[src/rtl/spi_pkg.sv]
// Shared definitions for the SPI sequencer: control-register field layout,
// register-select codes, sequencer state type and the control-word builder.
package spi_pkg;

  localparam int unsigned SEND_BIT    = 0;
  localparam int unsigned CS_CTRL_BIT = 1;
  localparam int unsigned ALL1_BIT    = 2;
  localparam int unsigned ALL0_BIT    = 3;
  localparam int unsigned N_TX_LSB    = 4;
  localparam int unsigned N_TX_MSB    = 12;
  localparam int unsigned N_RX_LSB    = 16;
  localparam int unsigned N_RX_MSB    = 25;

  localparam logic REG_SEL_CTRL = 1'b0;
  localparam logic REG_SEL_DATA = 1'b1;

  typedef enum logic [3:0] {
    ST_IDLE,
    ST_LOAD,
    ST_KICK,
    ST_POLL_A,
    ST_POLL_S,
    ST_READ_A,
    ST_READ_S,
    ST_RX_OUT,
    ST_DONE
  } seq_state_e;

  // Assemble a control-register word from its individual fields.
  function automatic logic [31:0] build_ctrl(
    input logic       send,
    input logic       cs_ctrl,
    input logic       all1,
    input logic       all0,
    input logic [8:0] n_tx_end,
    input logic [9:0] n_rx
  );
    logic [31:0] w;
    w                     = '0;
    w[SEND_BIT]           = send;
    w[CS_CTRL_BIT]        = cs_ctrl;
    w[ALL1_BIT]           = all1;
    w[ALL0_BIT]           = all0;
    w[N_TX_MSB:N_TX_LSB]  = n_tx_end;
    w[N_RX_MSB:N_RX_LSB]  = n_rx;
    return w;
  endfunction

endpackage

[src/rtl/spi_seq_fsm.sv]
// Sequencer control: state register, next-state logic, word index, poll
// counter and the sticky timeout flag. Exposes state decodes to the datapath.
module spi_seq_fsm
  import spi_pkg::*;
#(
  parameter int unsigned MAX_WORDS = 8,
  parameter int unsigned POLL_MAX  = 1024,
  parameter int unsigned NW        = 4
) (
  input  logic          i_clk,
  input  logic          i_rst_n,
  input  logic          i_start,
  input  logic [NW-1:0] i_n_words,
  input  logic          i_tx_valid,
  input  logic          i_rx_ready,
  input  logic          i_poll_busy,
  output logic          o_busy,
  output logic          o_done,
  output logic          o_err,
  output logic          o_tx_ready,
  output logic          o_rx_valid,
  output logic          o_tx_hs,
  output logic          o_kick,
  output logic          o_read_a,
  output logic          o_read_s,
  output logic [9:0]    o_idx,
  output logic [9:0]    o_n
);

  localparam int unsigned PW = $clog2(POLL_MAX + 1);

  seq_state_e    r_state;
  seq_state_e    w_state_nxt;
  logic [9:0]    r_idx;
  logic [9:0]    r_n;
  logic [PW-1:0] r_poll;
  logic          r_err;

  logic [9:0]    w_n_clamp;
  logic          w_last;
  logic          w_tx_hs;
  logic          w_rx_hs;
  logic          w_poll_last;

  // Clamp the requested burst length to the buffer depth.
  always_comb begin
    w_n_clamp = 10'(i_n_words);
    if (32'(i_n_words) > MAX_WORDS) w_n_clamp = 10'(MAX_WORDS);
  end

  assign w_last      = (r_idx == (r_n - 10'd1));
  assign o_tx_ready  = (r_state == ST_LOAD) && (r_n != 10'd0);
  assign w_tx_hs     = o_tx_ready && i_tx_valid;
  assign w_rx_hs     = (r_state == ST_RX_OUT) && i_rx_ready;
  assign w_poll_last = (r_poll == PW'(POLL_MAX - 1));

  // State register.
  always_ff @(posedge i_clk or negedge i_rst_n) begin
    if (!i_rst_n) r_state <= ST_IDLE;
    else          r_state <= w_state_nxt;
  end

  // Next-state logic.
  always_comb begin
    w_state_nxt = r_state;
    case (r_state)
      ST_IDLE:   if (i_start) w_state_nxt = ST_LOAD;
      ST_LOAD: begin
        if (r_n == 10'd0)          w_state_nxt = ST_DONE;
        else if (w_tx_hs && w_last) w_state_nxt = ST_KICK;
      end
      ST_KICK:   w_state_nxt = ST_POLL_A;
      ST_POLL_A: w_state_nxt = ST_POLL_S;
      ST_POLL_S: begin
        if (!i_poll_busy)     w_state_nxt = ST_READ_A;
        else if (w_poll_last) w_state_nxt = ST_DONE;
        else                  w_state_nxt = ST_POLL_A;
      end
      ST_READ_A: w_state_nxt = ST_READ_S;
      ST_READ_S: w_state_nxt = ST_RX_OUT;
      ST_RX_OUT: if (w_rx_hs) w_state_nxt = w_last ? ST_DONE : ST_READ_A;
      ST_DONE:   w_state_nxt = ST_IDLE;
      default:   w_state_nxt = ST_IDLE;
    endcase
  end

  // Burst length, word index, poll counter and timeout flag.
  always_ff @(posedge i_clk or negedge i_rst_n) begin
    if (!i_rst_n) begin
      r_idx  <= '0;
      r_n    <= '0;
      r_poll <= '0;
      r_err  <= 1'b0;
    end else begin
      case (r_state)
        ST_IDLE: begin
          if (i_start) begin
            r_n   <= w_n_clamp;
            r_idx <= '0;
            r_err <= 1'b0;
          end
        end
        ST_LOAD:   if (w_tx_hs && !w_last) r_idx <= r_idx + 10'd1;
        ST_KICK:   r_poll <= '0;
        ST_POLL_S: begin
          if (!i_poll_busy)     r_idx  <= '0;
          else if (w_poll_last) r_err  <= 1'b1;
          else                  r_poll <= r_poll + PW'(1);
        end
        ST_RX_OUT: if (w_rx_hs && !w_last) r_idx <= r_idx + 10'd1;
        default: ;
      endcase
    end
  end

  assign o_busy     = (r_state != ST_IDLE);
  assign o_done     = (r_state == ST_DONE);
  assign o_err      = r_err;
  assign o_rx_valid = (r_state == ST_RX_OUT);
  assign o_tx_hs    = w_tx_hs;
  assign o_kick     = (r_state == ST_KICK);
  assign o_read_a   = (r_state == ST_READ_A);
  assign o_read_s   = (r_state == ST_READ_S);
  assign o_idx      = r_idx;
  assign o_n        = r_n;

endmodule

[src/rtl/spi_sequencer.sv]
// SPI register-port bus master: loads a burst of transmit words, kicks the
// transfer, polls for completion and streams the received words back out.
module spi_sequencer
  import spi_pkg::*;
#(
  parameter int unsigned MAX_WORDS = 8,
  parameter int unsigned POLL_MAX  = 1024,
  localparam int unsigned NW       = $clog2(MAX_WORDS + 1)
) (
  input  logic          clk_pi,
  input  logic          reset_pi,
  input  logic          start_pi,
  input  logic [NW-1:0] n_words_pi,
  input  logic [31:0]   tx_word_pi,
  input  logic          tx_valid_pi,
  output logic          tx_ready_po,
  output logic [31:0]   rx_word_po,
  output logic          rx_valid_po,
  input  logic          rx_ready_pi,
  output logic          busy_po,
  output logic          done_po,
  output logic          err_po,
  output logic          spi_wr_po,
  output logic          spi_reg_sel_po,
  output logic [9:0]    spi_addr_po,
  output logic [31:0]   spi_wdata_po,
  input  logic [31:0]   spi_rdata_pi
);

  logic        w_tx_hs;
  logic        w_kick;
  logic        w_read_a;
  logic        w_read_s;
  logic [9:0]  w_idx;
  logic [9:0]  w_n;

  logic        r_spi_wr;
  logic        r_spi_reg_sel;
  logic [9:0]  r_spi_addr;
  logic [31:0] r_spi_wdata;
  logic [31:0] r_rx_word;

  spi_seq_fsm #(
    .MAX_WORDS (MAX_WORDS),
    .POLL_MAX  (POLL_MAX),
    .NW        (NW)
  ) u_fsm (
    .i_clk       (clk_pi),
    .i_rst_n     (reset_pi),
    .i_start     (start_pi),
    .i_n_words   (n_words_pi),
    .i_tx_valid  (tx_valid_pi),
    .i_rx_ready  (rx_ready_pi),
    .i_poll_busy (spi_rdata_pi[SEND_BIT]),
    .o_busy      (busy_po),
    .o_done      (done_po),
    .o_err       (err_po),
    .o_tx_ready  (tx_ready_po),
    .o_rx_valid  (rx_valid_po),
    .o_tx_hs     (w_tx_hs),
    .o_kick      (w_kick),
    .o_read_a    (w_read_a),
    .o_read_s    (w_read_s),
    .o_idx       (w_idx),
    .o_n         (w_n)
  );

  // Registered SPI port: each state's access appears on the bus the following
  // cycle, so a poll/read address is stable when the next state samples rdata.
  always_ff @(posedge clk_pi or negedge reset_pi) begin
    if (!reset_pi) begin
      r_spi_wr      <= 1'b0;
      r_spi_reg_sel <= REG_SEL_CTRL;
      r_spi_addr    <= '0;
      r_spi_wdata   <= '0;
      r_rx_word     <= '0;
    end else begin
      r_spi_wr      <= 1'b0;
      r_spi_reg_sel <= REG_SEL_CTRL;
      r_spi_addr    <= '0;
      r_spi_wdata   <= '0;
      if (w_tx_hs) begin
        r_spi_wr      <= 1'b1;
        r_spi_reg_sel <= REG_SEL_DATA;
        r_spi_addr    <= w_idx;
        r_spi_wdata   <= tx_word_pi;
      end else if (w_kick) begin
        r_spi_wr      <= 1'b1;
        r_spi_wdata   <= build_ctrl(1'b1, 1'b0, 1'b0, 1'b0, 9'(w_n - 10'd1), 10'd0);
      end else if (w_read_a) begin
        r_spi_reg_sel <= REG_SEL_DATA;
        r_spi_addr    <= w_idx;
      end
      if (w_read_s) r_rx_word <= spi_rdata_pi;
    end
  end

  assign spi_wr_po      = r_spi_wr;
  assign spi_reg_sel_po = r_spi_reg_sel;
  assign spi_addr_po    = r_spi_addr;
  assign spi_wdata_po   = r_spi_wdata;
  assign rx_word_po     = r_rx_word;

endmodule

[config.mk]
export PLATFORM = sky130hd
export DESIGN_NAME = spi_sequencer
export DESIGN_NICKNAME = d
export VERILOG_FILES = /design/src/rtl/spi_pkg.sv /design/src/rtl/spi_seq_fsm.sv /design/src/rtl/spi_sequencer.sv
export SDC_FILE = /design/constraint.sdc
export NUM_CORES = 1
export LEC_CHECK = 0
export CAP_MARGIN = 20
export CORE_MARGIN = 8
export CORE_UTILIZATION = 35
export DETAILED_ROUTE_END_ITERATION = 16
export PLACE_DENSITY = 0.69
export SKIP_LAST_GASP = 1
export SLEW_MARGIN = 5
export SYNTH_ARGS = -nofsm -noshare
export SYNTH_HDL_FRONTEND = slang
export SYNTH_SLANG_ARGS = --single-unit
[constraint.sdc]
create_clock -name clk_pi -period 2.6 [get_ports clk_pi]
set_input_delay 0.65 -clock clk_pi [delete_from_list [all_inputs] [get_ports clk_pi]]
set_output_delay 0.65 -clock clk_pi [all_outputs]
set_load 0.01 [all_outputs]
* Word-level counts from Yosys, hierarchy flattened
Cells that the tools add are included.
Word-level totals: bits in registers 112
Operators by class: add/sub/neg operators 3, $lt $le $gt $ge 1, equality and inequality tests 19, mux-type cells 31, reduce and logical (&&, ||, !) cells 19
Operator list (count):
- 2-to-1 mux 10 bit | 7
- case mux 10 bit (4 select lines) | 1
- 2-to-1 mux 32 bit | 1
- 2-to-1 mux 4 bit | 8
- case mux 4 bit (8 select lines) | 1
- 2-to-1 mux 11 bit | 2
- case mux 11 bit (2 select lines) | 1
- == test 4 x 3 -> 1 bit, second input constant | 4
- 2-to-1 mux 13 bit | 1
- adder 11 x 1 -> 11 bit, second input constant | 1
- == test 11 x 10 -> 1 bit, second input constant | 1
- adder 10 x 1 -> 10 bit, second input constant | 1
- == test 10 bit | 1
- zero test 10 bit | 1
- != test 2 bit, second input constant | 5
- nonzero test 10 bit | 1
- subtractor 10 x 1 -> 10 bit, second input constant | 1
- == test 4 x 2 -> 1 bit, second input constant | 2
- 2-to-1 mux 1 bit | 8
- nonzero test 4 bit | 2
- logical AND 1 bit | 6
- != test 2 x 1 -> 1 bit, second input constant | 3
- AND reduction 3 bit | 2
- AND reduction 5 bit | 1
- 10 further kinds | 11

* Longest topological paths before layout
depth in word-level cells 7, gate-level depth with buffers 9, depth with buffers taken out 8

* By module
A second synthesis with hierarchy kept.
Unflattened totals: cells, all modules 404, area, all modules 4708.3 µm²
By module, submodules not included:
- spi_sequencer | times used 1, cells an instance 196, area an instance 2791.4 µm²
- spi_seq_fsm | times used 1, cells an instance 208, area an instance 1916.8 µm²

* Worst setup path before layout
Ideal clock, no wire load.
kind register to register, start register u_fsm.r_n[0] (netlist: u_fsm.o_n[0]), end register u_fsm.r_idx[1] (netlist: u_fsm.o_idx[1]), arrival 2164 ps, setup slack 357 ps, stages on the path, launching flop included 9, buffers on the path 0, clock period less this slack 2243 ps, cells stage by stage dfrtp_1 nor3_1 ha_1 xnor2_1 nor4_1 and4_4 nand2_2 a32oi_4 mux2i_1
Between the ends: longest elaborated chain between the ends 6, elaborated cells on any way between the ends 11, those cells by class add/sub: 1; eq/ne: 3; reduce/logical: 7
Ends and longest elaborated chain:
- from (decl) | RTL line spi_seq_fsm.sv:35 | logic [9:0] r_n;
- from (signal assigned) | RTL line spi_seq_fsm.sv:98 | r_n <= w_n_clamp;
- subtractor 10 x 1 -> 10 bit or nonzero test 10 bit (tied branches) | RTL line spi_seq_fsm.sv:51, spi_seq_fsm.sv:52
- == test 10 bit or logical AND 1 bit (tied branches) | RTL line spi_seq_fsm.sv:51, spi_seq_fsm.sv:52
- zero test 1 bit or logical AND 1 bit (tied branches) | RTL line spi_seq_fsm.sv:103, spi_seq_fsm.sv:110, spi_seq_fsm.sv:53
- logical AND 1 bit, on equally long branches | RTL line spi_seq_fsm.sv:103, spi_seq_fsm.sv:110
- != test 2 bit (no line) or != test 2 x 1 -> 1 bit (tied branches)
- AND reduction 5 bit (no line) *
- to (signal assigned) | RTL line spi_seq_fsm.sv:103 | ST_LOAD: if (w_tx_hs && !w_last) r_idx <= r_idx + 10'd1;
- to (signal assigned) | RTL line spi_seq_fsm.sv:110 | ST_RX_OUT: if (w_rx_hs && !w_last) r_idx <= r_idx + 10'd1;
- to (decl) | RTL line spi_seq_fsm.sv:34 | logic [9:0] r_idx;
Every way passes the cells marked *; elsewhere a longest branch is shown, timed or not. A chain may end at the register's enable or synchronous reset.

* Final worst setup path
Ends and elaborated chain as after synthesis.

==> impl.org <==
** STA
- At the pin with the least slew margin, the transition time is 464.8 ps.
- Finish-stage setup viols :: 0
- The number of max-slew violations in the final report was 0.
- The final critical path takes up between 90 and 100% of the cycle.
- In this run the tightest slew margin relative to its limit is 68.77%.
- The number of failing hold endpoints at the final stage came to 0.
- RSZ-0062 raised after global routing :: true
- For this run, the top clock speed supported by timing is 0.3903 GHz.
- Across the routed clock network, the largest skew measured is 10.53 ps.
- Setup slack of the critical path after layout :: 37.69 ps
- Time the final worst path needs with I/O delays and setup :: 2562 ps

** Final layout
- For this run, the number of standard cells in the final layout without fillers is 718.
- Share of cells above drive strength 1 :: 16.30%
- Share of the core filled with cells in the final layout :: 52.89%
- Relative to the synthesized area, the layout overhead comes to 48.75%.
- Antenna Cells :: 0
- Summing all non-filler instances in the final layout gives an area of 0.006620 mm².
- Layout net count :: 618

** Floorplanning
- Row Count :: 41
- 154 I/O pins were placed.
- Core ar. :: between 0.01 and 0.015 mm²
- The die is 128.8 µm tall.
- From left edge to right edge, the die measures 128.8 µm.
- Initial Utilization :: a little over a third
- Die area :: roughly 0.017 mm²

** Drt
- Average via count per standard cell :: 4.779
- After detailed routing, the average wire length per cell comes to ~16 µm.
- For this run, design rule violations remaining after detail routing come to 0.
- Antenna viol nets, final :: 0
- Number of DRC markers in iteration 0 :: around 170
- Post-Route WL :: between 10 and 15 mm
- Vias :: 3431
- The first TritonRoute pass finished after 4 iterations.

** Setup path
- Crit path launch type :: flip-flop
- Data arrives at the worst endpoint at roughly 2800 ps.
- Launch point of the critical path :: u_fsm.o_n[0]
- By startpoint and endpoint, the worst setup path is classified as flip-flop to flip-flop.
- Grouping stages by cell kind, the critical path spends the most delay in simple AND/OR/NAND/NOR gates.
- Of all nets on the critical path, the largest fanout is 10.
- The worst register-to-register path begins at u_fsm.o_n[0].
- STA classifies the critical path endpoint as a flip-flop.
- The number of buffers and inverters on the critical path is 3.
- Cells along the critical path :: buf_4 -> nor3_2 -> ha_1 -> xnor2_1 -> nor4_2 -> buf_4 -> and4_4 -> nand2_2 -> a32oi_4 -> buf_12 -> mux2i_1
- The slowest stage of the critical path belongs to the cell sky130_fd_sc_hd__dfrtp_1.
- In this design, the stage delay of the slowest critical-path cell is between 300 and 400 ps.
- Counting stages on the worst path, the most repeated cell is sky130_fd_sc_hd__buf_4.
- At the worst endpoint, the required time is 2870 ps.

** Global route
- Initial antenna violation count :: 0
- Entering global routing, the biggest net connects 66 pins.
- Via count of the first global-routing pass :: between 3000 and 4000
- Global-route wire length before repair :: 18.44 mm
- Global routing usage summed across all routing layers :: between 10 and 15%
- Global route overflow :: 0

** Synthesis
- Post-Syn Nets :: 453
- Yosys attributes the largest share of cell area to sky130_fd_sc_hd__dfrtp_1 60%, sky130_fd_sc_hd__mux2_2 8.3%, sky130_fd_sc_hd__and2_1 3.2%.
- Of all flip-flops after synthesis, the portion carrying an async set or reset was 100.0%.
- Number of warnings reported in the yosys synthesis log :: 0
- Dominant cell type by area after synthesis :: sky130_fd_sc_hd__dfrtp_1
- The synthesized netlist contains slightly below 50 unique library cells.
- Summing the sequential cell areas from Yosys gives 59.60% of the chip area.
- Register bit total from synthesis :: 106
- Number of standard cells after synthesis :: 376
- The cell area that synthesis handed to floorplanning was 0.004451 mm².
- Area share of the leading cell type in the synthesized netlist :: 59.60%
- Counting flops with a built-in enable in the synthesized netlist gives 0.
- In the synthesized netlist the dominant register cell turns out to be sky130_fd_sc_hd__dfrtp_1.
- Synthesized area divided by synthesized cell count :: 11.84 µm²

** Clock tree
- After clock tree synthesis, the clock-pin slew on the worst setup and hold paths is 70 ps.
- CTS saw 106 sinks.
- The H-tree was split into 3 levels.
- For the worst-skew pair, the clock arrives at the later sink with an insertion delay of 340 ps.
- Clock tree from TritonCTS :: done
- Number of buffers inserted during clock tree synthesis :: 9
- In this run the clock root is driven by a sky130_fd_sc_hd__clkbuf_16.
- Number of hold buffers added after cts :: 0
- CTS max path bufs :: 2

** Power and ir drop
- Total internal power :: between 4 and 5 mW
- Register share of total power :: 35.8%
- Cell leakage power :: 2.973 nW
- Of the total power, combinational logic draws 43.2%.
- P_sw :: 2.170 mW
- The clock network accounts for about a fifth of the total power.
- P per Cell Area :: about 1000 mW/mm²
- Switching part of the total power :: around a third
- The worst-case IR drop observed on VDD is ~0.76 mV.
- Summing internal, switching and leakage power gives 6.653 mW.

** Placed design
- Number of buffer cells added on primary ports :: 153
- Placer congestion estimate :: 0.8495
- After legalization and detailed placement, the total HPWL measured 9.017 mm.
- Including well taps, the total number of placed cells is 696.
- Before CTS, the worst setup slack after placement is -14.96 ps.
- Area post-placement :: 0.006223 mm²

** Run
- Max cap viols :: 0

** Hold path
- The path class of the tightest hold or removal check is primary input to async pin.

** Outcome
- Result of the run :: finished, final reports clean
[Yosys cell counts (all sizes together) (2+ instances only)]
cell and count:
ha 4, xnor2 9, nand4 3, nand2b 7, mux2i 3, o22a 7
a31oi 2, a21oi 5, or2 2, o21a 2, xor2 4, a211oi 2
a21o 5, nor3 5, and2 24, nand3 17, nor2 24, clkbuf 10
nor2b 12, nand2 23, dfrtp 106, inv 11, and3 11, a22o 2
mux2 33, o211ai 2, o21ai 15, nor4 4, or3 3, buf 7
[state kept, by name, indices dropped and copies added, names as in the netlist]
| signal | count |
|---|---|
| u_fsm.r_state | 4 |
| spi_wdata_po | 32 |
| spi_wr_po | 1 |
| rx_word_po | 32 |
| spi_addr_po | 10 |
| u_fsm.o_err | 1 |
| spi_reg_sel_po | 1 |
| u_fsm.r_poll | 11 |
| u_fsm.o_idx | 10 |
| u_fsm.o_n | 4 |
[what timing repair did]
action / CTS / global route
setup endpoints to repair: 3 / 14
buffers inserted: 3 / 3
resized for setup: 4 / 5
pin swaps: 0 / 3
[power groups by stage]
stage	combinational (mW)	sequential [mW]	clock (mW)
global route	3.10	2.44	1.52
floorplan	1.21	2.58	0
global placement	2.72	2.41	0
CTS	2.84	2.40	1.44
detailed placement	2.76	2.44	0
finish	2.87	2.38	1.39
[cell families after synthesis]
logic type	Yosys count	share of synthesized area, %
adder cells (fa/ha/maj)	4	1.125
XOR/XNOR	13	2.558
multiplexers	36	9.025
flip-flops	106	59.60
AND/OR/NAND/NOR	141	17.07
AO/OA/AOI/OAI	48	7.928
buffers and inverters	28	2.699
[final timing paths]
kind	depth (start not counted)	slack, ps	end
min	1	160	spi_wdata_po[28]
max	11	40	u_fsm.o_idx[1]
max in group asynchronous	2	1840	spi_wdata_po[20]
max reg2reg	11	40	u_fsm.o_idx[1]
min reg2reg	1	510	rx_word_po[31]
min in group clk_pi	1	510	rx_word_po[31]
[placed cells by master, fill, tap and decap left out, types with 3 or more instances in the layout]
| cell | instances |
|---|---|
| sky130_fd_sc_hd__inv_6 | 3 |
| sky130_fd_sc_hd__nor2b_1 | 11 |
| sky130_fd_sc_hd__nor4_1 | 3 |
| sky130_fd_sc_hd__and3_1 | 10 |
| sky130_fd_sc_hd__and2_1 | 23 |
| sky130_fd_sc_hd__mux2_2 | 33 |
| sky130_fd_sc_hd__inv_1 | 10 |
| sky130_fd_sc_hd__nor2_1 | 24 |
| sky130_fd_sc_hd__dfrtp_1 | 106 |
| sky130_fd_sc_hd__nand4_1 | 3 |
| sky130_fd_sc_hd__o22a_2 | 3 |
| sky130_fd_sc_hd__o21ai_0 | 15 |
| sky130_fd_sc_hd__clkbuf_16 | 9 |
| sky130_fd_sc_hd__mux2i_1 | 3 |
| sky130_fd_sc_hd__buf_4 | 17 |
| sky130_fd_sc_hd__clkdlybuf4s50_1 | 150 |
| sky130_fd_sc_hd__a21o_1 | 5 |
| sky130_fd_sc_hd__nand3_1 | 16 |
| sky130_fd_sc_hd__nand2_1 | 21 |
| sky130_fd_sc_hd__a21oi_1 | 5 |
| sky130_fd_sc_hd__nor3_1 | 4 |
| sky130_fd_sc_hd__o22a_1 | 4 |
| sky130_fd_sc_hd__ha_1 | 4 |
| sky130_fd_sc_hd__nand2b_1 | 7 |
| sky130_fd_sc_hd__xor2_1 | 4 |
| sky130_fd_sc_hd__xnor2_1 | 9 |
[per-layer routing]
metal	share of wire [%]	wire length [µm]	vias up	global-route usage [%]
li1	-	-	1624	-
met1	43	5094	1670	17.15
met2	47	5566	123	24.08
met3	8.5	1005	14	3.930
met4	1.4	162	0	5.114
met5	0	0	-	0
[area by class of cell]
cell class,instances,area [µm²]
inverters,11,41.29
clock buffers,10,239.0
fillers,1137,5897
well taps,172,215.2
flip-flops and latches,106,2653
clock inverters,6,71.32
multi-input cells,242,1707
repair buffers,171,1694
[per-stage QoR]
stage | hold WS [ps] | setup TNS (ps)
final | 158.8 | 0
after floorplan | 354.4 | 0
after global placement | 487.0 | 0
after detailed placement | 492.5 | -14.96
after CTS | 153.9 | -56.09
after global routing | 162.5 | -53.84
Power figures use the tool's default switching activity.
